File: config.mk
export PLATFORM = sky130hd
export DESIGN_NAME = scanline_relpos_gen
export DESIGN_NICKNAME = d
export VERILOG_FILES = /design/src/rtl/scanline_relpos_gen.sv
export SDC_FILE = /design/constraint.sdc
export NUM_CORES = 1
export LEC_CHECK = 0
export CORE_MARGIN = 3
export CORE_UTILIZATION = 35
export CTS_BUF_LIST = sky130_fd_sc_hd__clkbuf_4
export CTS_CLUSTER_DIAMETER = 40
export CTS_CLUSTER_SIZE = 20
export DETAILED_ROUTE_END_ITERATION = 8
export GPL_ROUTABILITY_DRIVEN = 0
export PLACE_DENSITY = 0.55
export SETUP_SLACK_MARGIN = 0.1
export SYNTH_ARGS = -nofsm -noshare
export SYNTH_HDL_FRONTEND = slang
export SYNTH_SLANG_ARGS = --single-unit
File: constraint.sdc
create_clock -name VCLK_i -period 6.2 [get_ports VCLK_i]
set_input_delay 0.62 -clock VCLK_i [delete_from_list [all_inputs] [get_ports VCLK_i]]
set_output_delay 0.62 -clock VCLK_i [all_outputs]
set_load 0.01 [all_outputs]
File: src/rtl/scanline_relpos_gen.sv
// Vertical phase tracker for scanline_emu: tags each output line with its
// fractional position and index inside the source line, aligned to 2-cycle delayed video.
module scanline_relpos_gen #(
  parameter int FRAC_W = 8,
  parameter int INT_W  = 11,
  parameter int DATA_W = 24
) (
  input  logic                    VCLK_i,
  input  logic                    VRST_i,
  input  logic                    HSYNC_i,
  input  logic                    VSYNC_i,
  input  logic                    DE_i,
  input  logic [DATA_W-1:0]       vdata_i,
  input  logic [INT_W+FRAC_W-1:0] vstep_i,
  input  logic [FRAC_W-1:0]       vinit_i,
  output logic                    HSYNC_o,
  output logic                    VSYNC_o,
  output logic                    DE_o,
  output logic [DATA_W-1:0]       vdata_o,
  output logic [FRAC_W-1:0]       sl_rel_pos_o,
  output logic                    new_src_line_o,
  output logic [INT_W-1:0]        src_line_o
);

  localparam int ACC_W = INT_W + FRAC_W;

  logic              hs_q, vs_q, de_q;
  logic [DATA_W-1:0] vdata_q;
  logic [ACC_W-1:0]  acc;
  logic [ACC_W-1:0]  vstep_sh;
  logic              first_line;
  logic              int_chg;

  logic              hs_fall, vs_fall, de_fall;
  logic [FRAC_W:0]   frac_sum;
  logic [INT_W:0]    int_sum;
  logic [INT_W-1:0]  int_next;

  // The second delay stage doubles as the "previous" sample for edge detection,
  // so tag updates land on the same edge where HSYNC_o falls.
  assign hs_fall = HSYNC_o & ~hs_q;
  assign vs_fall = VSYNC_o & ~vs_q;
  assign de_fall = DE_o & ~de_q;

  always_comb begin
    frac_sum = {1'b0, acc[FRAC_W-1:0]} + {1'b0, vstep_sh[FRAC_W-1:0]};
    int_sum  = {1'b0, acc[ACC_W-1:FRAC_W]} + {1'b0, vstep_sh[ACC_W-1:FRAC_W]}
             + {{INT_W{1'b0}}, frac_sum[FRAC_W]};
    int_next = int_sum[INT_W] ? '1 : int_sum[INT_W-1:0];
  end

  always_ff @(posedge VCLK_i) begin
    if (VRST_i) begin
      hs_q           <= 1'b1;
      vs_q           <= 1'b1;
      de_q           <= 1'b0;
      vdata_q        <= '0;
      HSYNC_o        <= 1'b1;
      VSYNC_o        <= 1'b1;
      DE_o           <= 1'b0;
      vdata_o        <= '0;
      acc            <= '0;
      vstep_sh       <= '0;
      first_line     <= 1'b0;
      int_chg        <= 1'b0;
      sl_rel_pos_o   <= '0;
      new_src_line_o <= 1'b0;
      src_line_o     <= '0;
    end else begin
      hs_q    <= HSYNC_i;
      vs_q    <= VSYNC_i;
      de_q    <= DE_i;
      vdata_q <= vdata_i;
      HSYNC_o <= hs_q;
      VSYNC_o <= vs_q;
      DE_o    <= de_q;
      vdata_o <= vdata_q;

      // vinit goes straight into acc on the capture edge, so only vstep needs a shadow
      if (vs_fall) begin
        vstep_sh <= vstep_i;
        acc      <= {{INT_W{1'b0}}, vinit_i};
      end else if (de_fall) begin
        acc <= {int_next, frac_sum[FRAC_W-1:0]};
      end

      if (hs_fall) begin
        sl_rel_pos_o   <= acc[FRAC_W-1:0];
        src_line_o     <= acc[ACC_W-1:FRAC_W];
        new_src_line_o <= first_line | int_chg;
        first_line     <= 1'b0;
        int_chg        <= 1'b0;
      end

      // Setting events win over the latch-time clear when they coincide.
      if (vs_fall) begin
        first_line <= 1'b1;
        int_chg    <= 1'b0;
      end else if (de_fall && (int_next != acc[ACC_W-1:FRAC_W])) begin
        int_chg <= 1'b1;
      end
    end
  end

endmodule

### Yosys cells after proc, flatten, opt, wreduce, memory -nomap -nowiden

Cells that the tools add are included.
Widths: inputs -> output; s select.

| word-level totals | value |
|---|---|
| input bits | 56 |
| output and inout bits | 47 |
| memory bits (read-only) | 0 |
| register bits after elaboration | 114 |
| bits in latches | 0 |
| RAM bits | 0 |
| logic and storage cells | 38 |
| memories kept | 0 |

| cells by class | value |
|---|---|
| reduce and logical (&&, ||, !) cells | 5 |
| muxes and demuxes | 6 |
| shift operators | 0 |
| bitwise gates (word level) | 7 |
| eq/ne operators | 1 |
| add/sub/neg operators | 3 |
| div/mod/pow operators | 0 |
| order comparisons | 0 |
| multiply operators | 0 |

Operators with widths:

| operator | number |
|---|---|
| $mux 8 | 2 |
| $add 11x11->12 | 1 |
| $add 12x1->12 | 1 |
| $mux 11 | 1 |
| $ne 11x11->1 | 1 |
| $add 8x8->9 | 1 |
| $reduce_bool 2->1 | 3 |
| $and 1x1->1 | 3 |
| $mux 1 | 3 |
| $not 1->1 | 3 |
| $reduce_or 2->1 | 1 |
| $logic_and 1x1->1 | 1 |
| $or 1x1->1 | 1 |

### Logic depth before layout (Yosys ltp)

| depth | value |
|---|---|
| depth in word-level cells | 6 |
| mapped depth | 19 |
| mapped depth without buffers | 19 |

### Worst setup path before layout

No wires, ideal clock.

| timing | value |
|---|---|
| path kind | reg2reg |
| from | reg acc[0] |
| to | reg int_chg |
| period minus slack after synthesis | 4484 ps |
| arrival time | 4356 ps |
| stages on the path, launching flop included | 18 |
| path buffers | 0 |
| setup slack | 1716 ps |
| library setup time | 128 ps |
| required time | 6072 ps |
| cells stage by stage | dfxtp_1 -> ha_1 -> fa_1 -> a21o_1 -> a21oi_1 -> o21bai_1 -> a21oi_1 -> nor2b_1 -> o21ai_0 -> nand2b_1 -> fa_1 -> a211o_1 -> a41o_1 -> o2111a_1 -> or3_4 -> or4_1 -> a2111oi_2 -> a31oi_1 |

| on the way | value |
|---|---|
| word-level cells in the longest chain between the ends | 6 |
| elaborated cells on any way between the ends | 7 |
| those cells by class | add/sub (2); eq/ne (1); mux (2); reduce/logical (2) |

Ends and longest elaborated chain:

| item | line | text |
|---|---|---|
| from (decl) | 29 | `logic [ACC_W-1:0] acc;` |
| from (signal assigned) | 82 | `acc <= {{INT_W{1'b0}}, vinit_i};` |
| from (signal assigned) | 84 | `acc <= {int_next, frac_sum[FRAC_W-1:0]};` |
| $add 8x8->9 * | 46 | `frac_sum = {1'b0, acc[FRAC_W-1:0]} + {1'b0, vstep_sh[FRAC_W-1:0]};` |
| $add 12x1->12 * | 48 | `+ {{INT_W{1'b0}}, frac_sum[FRAC_W]};` |
| $mux 11 * | 49 | `int_next = int_sum[INT_W] ? '1 : int_sum[INT_W-1:0];` |
| $ne 11x11->1 * | 99 | `end else if (de_fall && (int_next != acc[ACC_W-1:FRAC_W])) begin` |
| $logic_and 1x1->1 * | 99 |  |
| $mux 1 / $reduce_bool 2->1 (equally long branches) | -- |  |
| to (signal assigned) | 65 | `int_chg <= 1'b0;` |
| to (signal assigned) | 98 | `int_chg <= 1'b0;` |
| to (signal assigned) | 100 | `int_chg <= 1'b1;` |
| to (decl) | 32 | `logic int_chg;` |

Mark *: on every way between the ends. The rest lies on a longest branch, timed or not.
A chain may end at the register's enable or synchronous reset.

### Final worst setup path

Same ends and word-level chain as after synthesis.

==> PnR_summary.wiki <==
{| class="wikitable"
! Metric !! Value
|-
| Unrepaired setup endpoints after global routing || no
|-
| Placed cell area || between 0.005 and 0.006 mm2
|-
| Share of power burned in registers || between 40% and 50%
|-
| Worst setup SP type || register
|-
| TritonCTS clock tree || done
|-
| Number of distinct library cells after synthesis || 50
|-
| Share of the synthesized area in the top cell type || about half
|-
| Delay contributed by the slowest stage of the critical path || 0.55 ns
|-
| HPWL Detailed || approximately 7600 um
|-
| Worst slew pin tran || 0.801 ns
|-
| Clock skew || 0.00778 ns
|-
| Post-CTS Setup Inserts || 0
|-
| Biggest area consumer among synthesized cells || sky130_fd_sc_hd__dfxtp_1
|-
| Fin. Hold Viols || 0
|-
| Top-level port count || 103
|-
| Critical path startpoint || acc[0]
|-
| R2R cell count || 17
|-
| Final Routed Wirelength || around 10000 um
|-
| Outcome || finished, final reports clean
|-
| Fin nets || 699
|-
| H-tree depth || 4
|-
| Crit Reg-Reg Startpoint || acc[0]
|-
| Type of the tightest min-delay check || register to register
|-
| Routed length per instance || 12.8 um
|-
| Root buffer cell || sky130_fd_sc_hd__clkbuf_4
|-
| Fraction of the yosys area taken by sequential cells || between 40% and 50%
|-
| Initial drt markers || approximately 200
|-
| Global-route wire length before repair || about 18000 um
|-
| Internal power contribution || between 0.001 and 0.0015 W
|-
| Count of instances resized after the clock tree is built || 0
|-
| Master of the slowest instance on the critical path || sky130_fd_sc_hd__or4_1
|-
| Initial DRT Pass Iterations || 4
|-
| Share of the clock period used by the worst path || between 70% and 80%
|-
| Vias || between 3000 and 4000
|-
| CP Max Fanout || 13
|-
| Psw || 0.000366 W
|-
| Post-synthesis area per instance || 8.91 um2
|-
| Later-pin clock latency in the skew report || 0.50 ns
|-
| Layout-stage area growth over the synthesis result || 32.2%
|-
| Required time of the critical path || approximately 6.6 ns
|-
| Primary flip-flop cell chosen by synthesis mapping || sky130_fd_sc_hd__dfxtp_1
|-
| CTS sink cnt || 114
|-
| Total nets after synthesis || approximately 600
|-
| Cells along the critical path || ha_1, fa_1, a21o_1, a21oi_1, o21bai_1, a21oi_1, nor2b_1, o21ai_0, nand2b_1, fa_1, a211o_1, a41o_1, o2111a_1, or3_4, or4_1, a2111oi_2, a31oi_1
|-
| Number of pins with negative max-slew slack in the final report || 0
|-
| Share of cells above drive strength 1 || under 10%
|-
| Antenna violations before repair || 0
|-
| Post-synthesis cell area || ~0.0047 mm2
|-
| Flip-flop and latch count after synthesis || between 100 and 150
|-
| RR Endpoint || int_chg
|-
| Total routing resource utilization after global routing || between 10% and 20%
|-
| Total number of yosys warnings || 0
|-
| Area taken by flip-flops and latches || around 0.0023 mm2
|-
| Per-cell via count in the routed design || 4.72
|-
| Total gr overflow || 0
|-
| Final setup violation count || 0
|-
| Post-synthesis cell count || 526
|-
| Die Y-Extent || 122 um
|-
| Switching fraction of total power || about 22%
|-
| CP Capture Point || int_chg
|-
| Slew Limit Headroom || roughly 47%
|-
| Initial Util || a little over a third
|-
| Post-synth EDFFs || 0
|-
| Clk pin slew, worst setup/hold paths || 0.10 ns
|-
| Via count of the first global-routing pass || 3752
|-
| Static Leak || roughly 2.4 nW
|-
| Post-synthesis async set-or-reset flop share || 0%
|-
| Core footprint || 0.0129 mm2
|-
| Number of remaining DRC errors || 0
|-
| WP data arrival || around 5.3 ns
|-
| Total die area || approximately 0.015 mm2
|-
| Filler instances || between 1000 and 1500
|-
| Placed instance count || 775
|-
| Setup crit end kind || register
|-
| Area of all placed cells without fillers || between 0.006 and 0.007 mm2
|-
| Horizontal extent of the die || 122 um
|-
| Final min period || between 4 and 5 ns
|-
| Main area contributors after synthesis || sky130_fd_sc_hd__dfxtp_1 (49%), sky130_fd_sc_hd__nand2_1 (8.4%), sky130_fd_sc_hd__nor2b_1 (7.5%)
|-
| Layout Utilization || roughly half
|-
| Highest achievable clock rate || just over 200 MHz
|-
| Site row count || 41
|-
| Clock group share of total power || approximately two fifths
|-
| Max clock buf depth || 2
|-
| Number of nets with antenna violations after routing || 0
|-
| Total clock buffers created by CTS || 17
|-
| Area of combinational cells with multiple inputs || between 0.002 and 0.0025 mm2
|-
| Number of buffers and inverters on the critical path || 0
|-
| Post-route non-filler standard cell count || around 810
|-
| Number of port buffers || roughly 100
|-
| Register-to-register setup slack || 1.34 ns
|-
| Number of gates on the worst path with buffers counted || 17
|-
| Most common library cell in the layout ignoring fill and taps || sky130_fd_sc_hd__dfxtp_1
|-
| Top Family by Delay on Critical Path || compound AO/OA/AOI/OAI gates
|-
| Maximum ir drop on the vdd rail || 0.141 mV
|-
| N_diodes || 0
|-
| Crit Path Class || register to register
|-
| Comb pwr share || 11.2%
|-
| Hold buffers post-CTS || 0
|-
| Leading cell types in the layout, fill and taps excluded || sky130_fd_sc_hd__dfxtp_1 (114), sky130_fd_sc_hd__nand2_1 (105), sky130_fd_sc_hd__clkdlybuf4s50_1 (101), sky130_fd_sc_hd__nor2b_1 (56), sky130_fd_sc_hd__a21oi_1 (52)
|-
| Power per cell area || roughly 260 mW/mm2
|-
| Count of max-cap constraint violations || 0
|-
| Largest net degree at the start of global routing || 81
|-
| Setup_tns || 0 ns
|}
==> worst min-delay path by stage <==
stage,cells after the start,to,from,slack [ns]
floorplan,1,vdata_o[0],vdata_q[0],0.41
global placement,1,vdata_o[8],vdata_q[8],0.42
detailed placement,1,vdata_o[20],vdata_q[20],0.42
CTS,2,first_line,VRST_i,0.40
global route,2,src_line_o[2],VRST_i,0.43
finish,1,vdata_o[5],vdata_q[5],0.44
==> layer usage <==
metal / GRT usage [%] / share of wire, % / vias up / routed length [um]
met5: 0 / 0 / - / 0
met4: 5.39 / 1.3 / 0 / 139
met3: 8.73 / 10 / 10 / 1070
met1: 19.2 / 47 / 1698 / 4880
li1: - / - / 1974 / -
met2: 21.6 / 41 / 119 / 4260
==> cells in the mapped netlist, types with 2 or more instances <==
| cell type | number |
|---|---|
| sky130_fd_sc_hd__nand2b_1 | 6 |
| sky130_fd_sc_hd__nand2_1 | 105 |
| sky130_fd_sc_hd__or2_2 | 7 |
| sky130_fd_sc_hd__dfxtp_1 | 114 |
| sky130_fd_sc_hd__nand3b_1 | 3 |
| sky130_fd_sc_hd__nand4_1 | 3 |
| sky130_fd_sc_hd__o211ai_1 | 2 |
| sky130_fd_sc_hd__nor2b_1 | 56 |
| sky130_fd_sc_hd__nor3_1 | 22 |
| sky130_fd_sc_hd__o32a_1 | 2 |
| sky130_fd_sc_hd__xor2_1 | 8 |
| sky130_fd_sc_hd__a21o_1 | 6 |
| sky130_fd_sc_hd__a311oi_1 | 7 |
| sky130_fd_sc_hd__xnor2_1 | 11 |
| sky130_fd_sc_hd__o32ai_1 | 2 |
| sky130_fd_sc_hd__a21oi_1 | 52 |
| sky130_fd_sc_hd__a211oi_1 | 2 |
| sky130_fd_sc_hd__a31oi_1 | 2 |
| sky130_fd_sc_hd__nand3_1 | 4 |
| sky130_fd_sc_hd__fa_1 | 3 |
| sky130_fd_sc_hd__inv_1 | 2 |
| sky130_fd_sc_hd__clkbuf_1 | 28 |
| sky130_fd_sc_hd__ha_1 | 18 |
| sky130_fd_sc_hd__o21ai_0 | 7 |
| sky130_fd_sc_hd__nor2_1 | 27 |
| sky130_fd_sc_hd__a21boi_0 | 3 |
==> state kept, by name, summed over array words and instances, names as in the netlist, 8 cells and up <==
name and flops:
sl_rel_pos_o 8, vstep_sh 19, vdata_q 24, vdata_o 24, acc 19, src_line_o 11
==> power groups by stage <==
stage	sequential (W)	combinational (W)	clock, W
6_report	0.000782	0.000183	0.000670
5_1_grt	0.000787	0.000206	0.000731
4_1_cts	0.000782	0.000185	0.000692
3_5_place_dp	0.000799	0.000185	0
3_3_place_gp	0.000798	0.000184	0
2_1_floorplan	0.000799	0.000106	0
==> logic make-up after synthesis <==
family	count (synthesis)	synth area share, %
buf+inv	32	2.67
mux	1	0.214
simple gates	239	24.5
flops	114	48.7
compound gates	98	13.3
xor+xnor	21	4.54
fa+ha+maj	21	6.09
==> area by class of cell <==
cell class	count	area share, %
Multi-Input combinational cell	380	36.8
Timing Repair Buffer	107	17.0
Tap cell	172	3.47
Inverter	2	0.121
Clock buffer	19	2.30
Clock inverter	12	3.43
Sequential cell	114	36.8
==> per-stage QoR <==
step / worst slack, ns / hold WS (ns) / power [W]
finish: 1.34 / 0.442 / 0.00163
global route: 0.975 / 0.426 / 0.00172
CTS: 1.35 / 0.399 / 0.00166
detailed placement: 1.37 / 0.422 / 0.000984
global placement: 1.38 / 0.416 / 0.000983
floorplan: 1.72 / 0.414 / 0.000905
(Power assumes the default switching activity.)
